[src/rtl/pipe_stage_reg.sv]
// Pipeline stage register with valid/ready handshake and a two-entry skid buffer.
// Upstream ready is registered; flush empties the stage; saturating stall/flush counters.
module pipe_stage_reg #(
  parameter int DATA_W = 64,
  parameter int CNT_W  = 16
) (
  input  logic              clk,
  input  logic              reset,
  input  logic              in_valid,
  output logic              in_ready,
  input  logic [DATA_W-1:0] in_data,
  input  logic              flush,
  output logic              out_valid,
  input  logic              out_ready,
  output logic [DATA_W-1:0] out_data,
  output logic [CNT_W-1:0]  stall_cnt,
  output logic [CNT_W-1:0]  flush_cnt
);

  typedef enum logic [1:0] {
    EMPTY = 2'd0,
    ONE   = 2'd1,
    FULL  = 2'd2
  } state_t;

  localparam logic [CNT_W-1:0] CNT_ONE = {{(CNT_W-1){1'b0}}, 1'b1};
  localparam logic [CNT_W-1:0] CNT_MAX = {CNT_W{1'b1}};

  state_t            state;
  state_t            state_next;
  logic [DATA_W-1:0] main_q;
  logic [DATA_W-1:0] main_next;
  logic [DATA_W-1:0] skid_q;
  logic [DATA_W-1:0] skid_next;
  logic              in_ready_q;
  logic              acc;
  logic              con;
  logic              stall;

  assign out_valid = (state != EMPTY);
  assign in_ready  = in_ready_q;
  assign out_data  = main_q;
  assign acc       = in_valid & in_ready_q;
  assign con       = out_valid & out_ready;
  assign stall     = out_valid & ~out_ready;

  // Registers are cleared whenever the stage drains, so out_data is 0 while empty.
  always_comb begin
    state_next = state;
    main_next  = main_q;
    skid_next  = skid_q;
    if (flush) begin
      state_next = EMPTY;
      main_next  = '0;
      skid_next  = '0;
    end else begin
      unique case (state)
        EMPTY: begin
          if (acc) begin
            state_next = ONE;
            main_next  = in_data;
          end
        end
        ONE: begin
          if (acc && con) begin
            main_next = in_data;
          end else if (acc) begin
            state_next = FULL;
            skid_next  = in_data;
          end else if (con) begin
            state_next = EMPTY;
            main_next  = '0;
          end
        end
        FULL: begin
          if (con) begin
            state_next = ONE;
            main_next  = skid_q;
            skid_next  = '0;
          end
        end
        default: begin
          state_next = EMPTY;
          main_next  = '0;
          skid_next  = '0;
        end
      endcase
    end
  end

  always_ff @(posedge clk or posedge reset) begin
    if (reset) begin
      state      <= EMPTY;
      main_q     <= '0;
      skid_q     <= '0;
      in_ready_q <= 1'b1;
    end else begin
      state      <= state_next;
      main_q     <= main_next;
      skid_q     <= skid_next;
      in_ready_q <= (state_next != FULL);
    end
  end

  always_ff @(posedge clk or posedge reset) begin
    if (reset) begin
      stall_cnt <= '0;
      flush_cnt <= '0;
    end else begin
      if (stall && stall_cnt != CNT_MAX) stall_cnt <= stall_cnt + CNT_ONE;
      if (flush && flush_cnt != CNT_MAX) flush_cnt <= flush_cnt + CNT_ONE;
    end
  end

endmodule

[config.mk]
export PLATFORM = sky130hd
export DESIGN_NAME = pipe_stage_reg
export DESIGN_NICKNAME = d
export VERILOG_FILES = /design/src/rtl/pipe_stage_reg.sv
export SDC_FILE = /design/constraint.sdc
export NUM_CORES = 1
export LEC_CHECK = 0
export CAP_MARGIN = 20
export CORE_ASPECT_RATIO = 1.1
export CORE_MARGIN = 2
export CORE_UTILIZATION = 51
export CTS_CLUSTER_SIZE = 12
export DETAILED_ROUTE_END_ITERATION = 8
export PLACE_DENSITY = 0.86
export SETUP_SLACK_MARGIN = 0.02
export SYNTH_ARGS = -nofsm -noshare
export SYNTH_HDL_FRONTEND = slang
export SYNTH_SLANG_ARGS = --single-unit
[constraint.sdc]
create_clock -name clk -period 7 [get_ports clk]
set_input_delay 1.4 -clock clk [delete_from_list [all_inputs] [get_ports clk]]
set_output_delay 1.4 -clock clk [all_outputs]
set_load 0.005 [all_outputs]
# == Word level (Yosys, flattened, before mapping) ==
# Index checks and enable logic that the tools add are counted.
# W data, S select, Z words.
# op_classes
n_addsub,2
eq_ne,12
mux,17
bitwise_logic,4
n_reduce_logical,7
# op_table
cell,count
$mux W64,8
$pmux W64 S3,2
$add A16 B1 Y16 const B,2
$ne A16 B16 Y1 const B,2
$mux W2,6
$ne A3 B3 Y1 const B,4
$ne A4 B4 Y1 const B,2
$reduce_and A4 Y1,2
$pmux W2 S3,1
$ne A2 B2 Y1 const B,2
$and A1 B1 Y1,3
$logic_and A1 B1 Y1,3
$eq A2 B1 Y1 const B,1
$eq A2 B2 Y1 const B,1
$logic_not A2 Y1,1
$reduce_bool A2 Y1,1
$not A1 Y1,1
# word_totals
regBits,163
inputBits,69
output_inout_bits,98
wordCells,48

# == Depth between registers and ports, before layout ==
# Gate-level depths: netlist (run 1).
# logic_depth
depth_word,8
depth_mapped,7
mapped_depth_nobuf,5

# == Worst setup path after synthesis (run 1) ==
# OpenSTA, ideal clock, no wires.
# synth_timing
kind,input to register
start,input out_ready
end,register stall_cnt[15]
t_arrival_ns,2.619
t_required_ns,6.921
path_slack_ns,4.301
stages,4
path_buffers,0
path_cell_list,o21bai_4 or4_4 a2111oi_4 xor2_1
# synth_between
elab_chain_len,3
# synth_rtl
item,line,text
"start, declared",14,"input logic out_ready,"
$not A1 Y1,45,assign stall = out_valid & ~out_ready;
$and A1 B1 Y1,45,
$logic_and A1 B1 Y1,110,if (stall && stall_cnt != CNT_MAX) stall_cnt <= stall_cnt + CNT_ONE;
"end signal, assigned",110,
"end, declared",16,"output logic [CNT_W-1:0] stall_cnt,"
# Every way passes these cells.
# A chain may end at the register's enable or synchronous reset.

# == Worst setup path in the final report (run 1) ==
# layout_timing
start,input out_ready
end,register skid_q[17]
# layout_between
elab_chain_len,4
# layout_rtl
item,line,text
$and A1 B1 Y1 *,44,assign con = out_valid & out_ready;
$logic_and A1 B1 Y1,65,if (acc && con) begin
$ne A3 B3 Y1 (no line),--,
$reduce_and A4 Y1 (no line) *,--,
"end signal, assigned",100,skid_q <= skid_next;
"end, declared",33,logic [DATA_W-1:0] skid_q;
# Every way passes the cells marked *; elsewhere a longest branch is shown, timed or not.

==> results.md, run 1 <==
- Routed vias: between 5000 and 6000
- Post-DP HPWL: about 12000 um
- Fillers: between 1000 and 1500
- Crit path DAT: 4140 ps
- Placed Instance Area: 9178 um^2
- Chip Height: roughly 130 um
- Post-layout minimum cycle time: 3804 ps
- Cts bufs inserted: 17
- Worst slew pin tran: ~1100 ps
- DR top layer: met4
- Drt pass-1 iters: 5
- Placeable Area: around 14000 um^2
- Initial Utilization: 0.5173
- Hold Path Class: reg -> reg
- Avg Cell Area, Syn: about 11 um^2
- Initial antenna violation count: 0
- Post-CTS Setup Repair Bufs: 0
- Yosys cell types: 46
- RSZ-0062 raised after global routing: false
- WL final: ~18000 um
- LEAKAGE: roughly 4.3 nW
- Total GRT Usage: 0.2445
- Io pins: roughly 170
- Post-synth net total: around 740
- Final Cell Area: around 9800 um^2
- Largest net degree at the start of global routing: 101
- Reg2reg start: state[0]
- WL met3: ~1100 um
- Remaining global-route overflow: 0
- # rows: 46
- Status: completed
- Tcrit/Tclk final: 0.5434
- Pins Over Slew Limit: 0
- Vias in the first global route: a little under 6000
- Delay-heaviest family, CP: buffers and inverters
- Crit. End Element: register
- Worst hold margin: slightly below 500 ps
- R2R Setup Slk: 4110 ps
- CTS tree: built
- Final setup vio count: 0
- Hold_sp: out_data[45]
- Post-synthesis sequential area ratio: 0.5504
- Fmax: 262.9 MHz
- Synthesis-to-layout area growth: 32.17%
- Met2 WL post-DR: between 9000 and 10000 um
- Post-cts sizing count: 0
- WL met1: between 7000 and 8000 um
- Number of synthesized flops with an enable pin: 0
- Worst slew margin: 0.2653
- Gate Count Post-Synth: 665
- Crit start category: input pin
- CTS HTree Levels: 4
- Fin util: 0.6837
- Total negative slack: 0 ps
- Cts hold-fix bufs: 0
- Share of layout cells above drive strength 1: 0.07152
- Die area: around 16000 um^2
- # nets final: between 800 and 900
- Clock root cell: clkbuf_16
- Critical Path Start: out_ready
- Bufs on Longest Clock Path: 2
- Pwr per Cell Area: approximately 260 nW/um^2
- Clock slew at reported path FFs: ~60 ps
- N_diodes: 0
- Mapped cell area: 7413 um^2
- Via/cell ratio: slightly below 6
- I/O Buffers: 166
- Critical Path Slowest Stage Cell: a21oi_4
- WS Path Type: in -> reg
- CP cell instances: clkdlybuf4s50_1, or2_2, a21oi_4, buf_4, mux2i_1
- CTS sink cnt: 163
- First-pass GRT wire length: approximately 30000 um
- DRC: 0
- Initial drt markers: roughly 460
- Max Cap Viol: 0
- Max incr delay on CP: 860 ps
- Final GP Congestion: around 0.86
- Yosys reg bits: roughly 160
- Post-route antenna net violation count: 0
- CP bufs+invs: 2
- Crit path max fanout: 39
- Main flop type after synthesis: dfrtp_1
- Worst path required time: approximately 7300 ps
- Asr flop ratio synth: 1.000
- Clock skew: approximately 7 ps
- DIE WIDTH: between 100 and 150 um
- Final Hold Viols: 0
- Yosys warns: 0
- Peak VDD IR: 170.8 uV
- Wirelength per Cell: between 15 and 20 um
- Clock Latency Late Sink: 420 ps
layout by cell type (no fill, tap or decap), types with 4 or more instances in the layout:
| cell | instances |
|---|---|
| o2bb2ai_1 | 64 |
| clkdlybuf4s50_1 | 166 |
| nor2_1 | 5 |
| nand2_1 | 77 |
| or2_2 | 4 |
| a22oi_1 | 64 |
| a21oi_1 | 11 |
| xnor2_1 | 4 |
| nor4_1 | 4 |
| nor3_1 | 5 |
| dfrtp_1 | 162 |
| buf_4 | 7 |
| and3_1 | 4 |
| mux2_2 | 4 |
| xor2_1 | 18 |
| mux2i_1 | 65 |
| nand3_1 | 15 |
| nand4_1 | 8 |
| inv_1 | 66 |
| a211oi_1 | 5 |
| clkbuf_16 | 17 |
cells by family (layout without fill, tap and decap cells):
family                   count (synthesis)  after routing  share of synthesized area
AO/OA/AOI/OAI                          157            157                     0.1695
XOR/XNOR                                22             22                    0.02599
adder cells (fa/ha/maj)                  2              2                   0.003375
multiplexers                            69             69                    0.09384
buffers and inverters                  113            273                    0.06633
AND/OR/NAND/NOR                        139            139                    0.09063
flip-flops                             163            163                     0.5504
area by class of cell:
class | count | area [um^2] | share of cell area
clock inverters | 11 | 152.6 | 0.01558
flip-flops and latches | 163 | 4080 | 0.4164
multi-input cells | 389 | 2887 | 0.2946
repair buffers | 174 | 1722 | 0.1757
inverters | 67 | 256.5 | 0.02618
clock buffers | 21 | 460.4 | 0.04699
well taps | 192 | 240.2 | 0.02452
through the flow:
step / total power [mW] / setup WS, ps / instances
3_3_place_gp: 1.532 / 2852 / 984
2_1_floorplan: 1.314 / 1197 / 665
6_report: 2.503 / 3196 / 1017
5_1_grt: 2.610 / 3083 / 1017
4_1_cts: 2.519 / 3195 / 1016
3_5_place_dp: 1.551 / 2786 / 984
synth_stat cells (2+ instances only):
cell,count,area share
nand3_1,15,0.010
dfrtp_1,162,0.55
and4_1,2,0.0024
nor4_1,4,0.0034
and4b_1,2,0.0027
mux2_2,4,0.0061
nand4_1,8,0.0068
or2_2,4,0.0034
a21oi_1,13,0.0088
clkbuf_1,25,0.013
a211oi_1,5,0.0051
nor2_1,5,0.0025
nand2_1,77,0.039
nor3_1,5,0.0034
buf_4,2,0.0020
buf_6,6,0.0091
o2bb2ai_1,64,0.076
xor2_1,18,0.021
nand2b_1,2,0.0017
a22oi_1,64,0.065
xnor2_1,4,0.0047
and3_1,4,0.0034
buf_2,12,0.0081
inv_1,67,0.034
o21bai_1,2,0.0020
ha_1,2,0.0034
nor2b_1,3,0.0025
mux2i_1,65,0.088
o21ai_0,2,0.0014
registers in the layout, indices dropped and copies added, names as in the netlist:
name	cells
flush_cnt	16
in_ready	1
out_data	64
skid_q	64
stall_cnt	16
state	2
worst reg2reg max path, cell delays in order, from the launching register on:
cell and delay, ps:
dfrtp_1 530, or2_2 390, a21oi_4 860, buf_4 710, mux2i_1 320
power breakdown:
group | internal, mW | switching, mW | total (mW)
sequential | 1.03 | 0.0792 | 1.11
combinational | 0.236 | 0.194 | 0.430
clock | 0.582 | 0.384 | 0.966
total | 1.85 | 0.657 | 2.50
metal layers:
layer	track usage	vias to the layer above
li1	-	2651
met5	0	-
met3	0.06293	34
met2	0.4053	232
met4	0.08683	0
met1	0.3153	2968
final timing paths:
path | cells past startpoint | end
worst max-delay path | 5 | skid_q[17]
worst min register to register | 1 | out_data[45]
min in group asynchronous | 2 | stall_cnt[15]
max in group asynchronous | 3 | skid_q[55]
worst max register to register | 4 | skid_q[17]
worst min-delay path | 1 | out_data[45]
Note: power is estimated with default switching activity, not from simulation.
==> run 2: changes to the inputs <==
==> constraint.sdc (replaced) <==
create_clock -name clk -period 3.55 [get_ports clk]
set_input_delay 0.71 -clock clk [delete_from_list [all_inputs] [get_ports clk]]
set_output_delay 0.71 -clock clk [all_outputs]
set_load 0.005 [all_outputs]
==> results.md, run 2 (synthesized netlist as in run 1, its figures left out) <==
- Final setup vio count: 0
- Worst path required time: 2840 ps
- Final GP Congestion: 0.8502
- Post-route antenna net violation count: 0
- Post-layout minimum cycle time: ~2500 ps
- Dpl cells: ~990
- Post-DP HPWL: around 11000 um
- Crit. End Element: output pin
- R2r endpoint: out_data[47]
- First-pass GRT wire length: 30710 um
- Largest net degree at the start of global routing: approximately 160
- Status: completed
- FF+latch area: slightly above 4000 um^2
- Cts bufs inserted: 17
- CTS HTree Levels: 4
- CTS sink cnt: between 150 and 200
- Clock root cell: clkbuf_16
- Clock Latency Late Sink: roughly 420 ps
- Hold_sp: out_data[43]
- Post-cts sizing count: 0
- Pins Over Slew Limit: 0
- Clock slew at reported path FFs: around 60 ps
- Worst slew margin: 0.4128
- Fin util: 0.6838
- Initial drt markers: around 490
- Total negative slack: 0 ps
- Worst reg2reg path depth: 5
- Remaining global-route overflow: 0
- Max Cap Viol: 0
- # rows: 46
- Final Cell Area: 9799 um^2
- Fin cells: around 1000
- Placed Instance Area: around 9000 um^2
- Wirelength per Cell: between 15 and 20 um
- DRC: 0
- Hold Path Class: reg -> reg
- Area of the multi-input gates: around 2900 um^2
- Final Hold Viols: 0
- # nets final: ~900
- Total GRT Usage: 0.2486
- WL final: 18690 um
- Commonest non-fill, non-tap cell in the layout: clkdlybuf4s50_1
- Worst slew pin tran: around 880 ps
- Initial antenna violation count: 0
- Share of layout cells above drive strength 1: 0.06691
- Via/cell ratio: 5.802
- Tcrit/Tclk final: 0.7158
- Placeable Area: ~14000 um^2
- Initial Utilization: 0.5173
- Clock skew: between 10 and 15 ps
- CTS tree: built
- Synthesis-to-layout area growth: 32.19%
- Most frequent cells in the layout: clkdlybuf4s50_1, dfrtp_1, nand2_1
- Critical Path End: out_valid
- Routed vias: around 6000
- Crit path max fanout: 10
- Io pins: between 150 and 200
- Crit start category: register
- Vias in the first global route: between 6000 and 7000
- Crit path DAT: approximately 1800 ps
- LEAKAGE: ~4.3 nW
- Drt pass-1 iters: 5
- Chip Height: 130.5 um
- N_diodes: 0
- Fillers: 998
- Cts hold-fix bufs: 0
- Reg2reg start: state[0]
- Bufs on Longest Clock Path: 2
- WS Path Type: reg -> out
- R2R Setup Slk: about 1300 ps
- Die area: 15520 um^2
- Peak VDD IR: about 330 uV
- Pwr per Cell Area: ~490 nW/um^2
- Fmax: ~390 MHz
- RSZ-0062 raised after global routing: false
- Critical Path Start: state[0]
- I/O Buffers: about 170
- Post-CTS Setup Repair Bufs: 0
- DIE WIDTH: 119.0 um
-- run 2: worst min path at each step --
stage | endpoint | cells past startpoint
2_1_floorplan | out_data[0] | 1
3_3_place_gp | out_data[7] | 1
3_5_place_dp | out_data[43] | 1
4_1_cts | out_data[39] | 1
5_1_grt | out_data[43] | 1
6_report | out_data[43] | 1
-- run 2: layout make-up --
cell class	instances	area share
inverter	67	0.02605
timing repair buffer	174	0.1795
clock inverter	4	0.007406
sequential	163	0.4164
tap	192	0.02451
multi-input combinational	389	0.2946
clock buffer	25	0.05158
-- run 2: routing by layer --
metal,GRT usage,share of wire,vias up
li1,-,-,2640
met1,0.3166,0.42,2969
met2,0.4097,0.49,251
met3,0.07422,0.075,23
met4,0.08683,0.015,0
met5,0,0,-
-- run 2: per-stage QoR --
step | hold slack [ps] | setup WS (ps) | power (mW)
after floorplan | 479.4 | 770.0 | 2.592
after global placement | 469.3 | 922.5 | 3.036
after detailed placement | 473.1 | 858.2 | 3.076
after CTS | 490.6 | 1008 | 4.894
after global routing | 498.7 | 948.5 | 5.065
final | 486.2 | 1009 | 4.850
-- run 2: worst max-delay path, stage by stage (launching register included) --
cell	delay [ps]
dfrtp_1	540
or2_2	410
clkdlybuf4s50_1	460
-- run 2: report_power, final --
part	total, mW	switching, mW	internal, mW
clock	1.80	0.684	1.12
sequential	2.19	0.165	2.03
combinational	0.856	0.386	0.470
==> run 3: changes to the inputs <==
--- a/config.mk
+++ b/config.mk
@@ -8,10 +8,10 @@
 export CAP_MARGIN = 20
 export CORE_ASPECT_RATIO = 1.1
 export CORE_MARGIN = 2
-export CORE_UTILIZATION = 51
+export CORE_UTILIZATION = 46
 export CTS_CLUSTER_SIZE = 12
 export DETAILED_ROUTE_END_ITERATION = 8
-export PLACE_DENSITY = 0.86
+export PLACE_DENSITY = 0.82
 export SETUP_SLACK_MARGIN = 0.02
 export SYNTH_ARGS = -nofsm -noshare
 export SYNTH_HDL_FRONTEND = slang
==> constraint.sdc (replaced) <==
create_clock -name clk -period 2.1 [get_ports clk]
set_input_delay 0.42 -clock clk [delete_from_list [all_inputs] [get_ports clk]]
set_output_delay 0.42 -clock clk [all_outputs]
set_load 0.005 [all_outputs]
==> results.md, run 3 (synthesized netlist as in run 1, its figures left out) <==
- Hold Path Class: in -> async
- Share of layout cells above drive strength 1: 0.1014
- Remaining global-route overflow: 0
- DRC: 0
- DIE WIDTH: approximately 130 um
- Tcrit/Tclk final: 0.9164
- Clock power frac: 0.374
- Cts hold-fix bufs: 0
- Fin util: 0.6427
- Post-layout minimum cycle time: roughly 1900 ps
- Pint: a little over 6 mW
- Fmax: 519.7 MHz
- LEAKAGE: between 4 and 5 nW
- Clock Latency Late Sink: around 420 ps
- Clock slew at reported path FFs: approximately 70 ps
- RSZ-0062 raised after global routing: false
- Psw: 2.238 mW
- CP cell instances: clkdlybuf4s50_1
- Worst reg2reg path depth: 6
- Worst slew margin: 0.7191
- Final setup vio count: 0
- Area of the multi-input gates: 2887 um^2
- Delay-heaviest family, CP: flip-flops
- Overall power: between 8 and 9 mW
- Worst path required time: 1680 ps
- I/O Buffers: between 150 and 200
- Bufs on Longest Clock Path: 2
- # rows: 48
- Crit path max fanout: 4
- Via/cell ratio: ~5.5
- Crit path DAT: roughly 1500 ps
- CP bufs+invs: 1
- # nets final: 906
- Vias in the first global route: around 6000
- Worst slew pin tran: between 400 and 500 ps
- N_diodes: 0
- Clock skew: between 10 and 15 ps
- Status: completed
- Final GP Congestion: between 0.8 and 0.9
- First-pass GRT wire length: 30870 um
- Sw frac: 0.2691
- Cts bufs inserted: 17
- Largest net degree at the start of global routing: 65
- Fillers: between 1000 and 1500
- Reg2reg start: state[0]
- CTS HTree Levels: 4
- Wirelength per Cell: 17.71 um
- Crit. End Element: output pin
- Clock root cell: clkbuf_16
- Pwr per Cell Area: 822.5 nW/um^2
- Synthesis-to-layout area growth: 36.41%
- Routed vias: 5806
- Total GRT Usage: 0.2230
- CTS tree: built
- Max incr delay on CP: roughly 560 ps
- Initial drt markers: roughly 340
- Pins Over Slew Limit: 0
- Commonest non-fill, non-tap cell in the layout: clkdlybuf4s50_1
- Final Hold Viols: 0
- Most frequent cells in the layout: clkdlybuf4s50_1, dfrtp_1, nand2_1
- Max Cap Viol: 0
- R2R Setup Slk: ~180 ps
- WS Path Type: reg -> out
- Final worst slack: between 150 and 200 ps
- FF+latch area: about 4000 um^2
- Die area: 17150 um^2
- Drt pass-1 iters: 5
- Critical Path Slowest Stage Cell: dfstp_2
- Chip Height: 137.1 um
- Sequential Power Share: 0.444
- R2r endpoint: stall_cnt[15]
- CTS sink cnt: 163
- Post-DP HPWL: 12010 um
- Initial Utilization: 0.4711
- Crit start category: register
- WL final: roughly 19000 um
- Dpl ws: -126.4 ps
- Placeable Area: between 15000 and 20000 um^2
- Initial antenna violation count: 0
- Comb pwr share: 0.182
- Io pins: 167
- Post-route antenna net violation count: 0
- Peak VDD IR: ~500 uV
## run 3: cell count changes in the layout (fill, tap and decap cells not counted), sizes merged
cell           change
buf               +23
clkbuf             -7
clkinvlp           +4
inv                +4
clkinv             +2
clkdlybuf4s50      -1
dlymetal6s2s       +1
## run 3: area by class of cell
| class | count | area share |
|---|---|---|
| Inverter | 67 | 0.02524 |
| Multi-Input combinational cell | 389 | 0.2854 |
| Tap cell | 200 | 0.02475 |
| Sequential cell | 163 | 0.4037 |
| Clock inverter | 14 | 0.01497 |
| Clock buffer | 18 | 0.04343 |
| Timing Repair Buffer | 197 | 0.2024 |
## run 3: metal layers
layer / wire length, um / global-route usage / vias up
li1: - / - / 2695
met1: 8200 / 0.2905 / 2915
met2: 9001 / 0.3720 / 178
met3: 1131 / 0.05668 / 18
met4: 229 / 0.06543 / 0
met5: 0 / 0 / -
## run 3: power groups by stage
stage	Combinational [mW]	Clock [mW]	Sequential [mW]
global placement	1.48	0	3.74
detailed placement	1.51	0	3.74
global route	1.66	3.29	3.73
finish	1.52	3.11	3.69
CTS	1.54	3.16	3.69
floorplan	0.679	0	3.70
## run 3: stage by stage
step / hold WS (ps) / setup TNS [ps] / instance area [um^2] / instances
final: 454.3 / 0 / 10110 / 1048
after global routing: 484.1 / 0 / 10110 / 1048
after CTS: 462.2 / 0 / 10110 / 1048
after detailed placement: 473.5 / -3974 / 9494 / 1013
after global placement: 471.7 / -316.0 / 9494 / 1013
after floorplan: 479.4 / -63180 / 7417 / 665
## run 3: what timing repair did
action / 4_1_cts / 5_1_grt
pin swaps: 0 / 0
cloned: 0 / 0
hold endpoints to repair: 0 / 0
setup buffers: 3 / 0
setup endpoints to repair: 1 / 28
gates resized for setup: 2 / 2
## run 3: worst max path at each step
stage	startpoint	endpoint	cells past startpoint
floorplan	reset	flush_cnt[0]	1
global placement	out_ready	stall_cnt[15]	5
detailed placement	out_ready	stall_cnt[15]	5
CTS	state[0]	out_valid	2
global route	state[1]	out_data[30]	6
finish	in_ready	in_ready	1
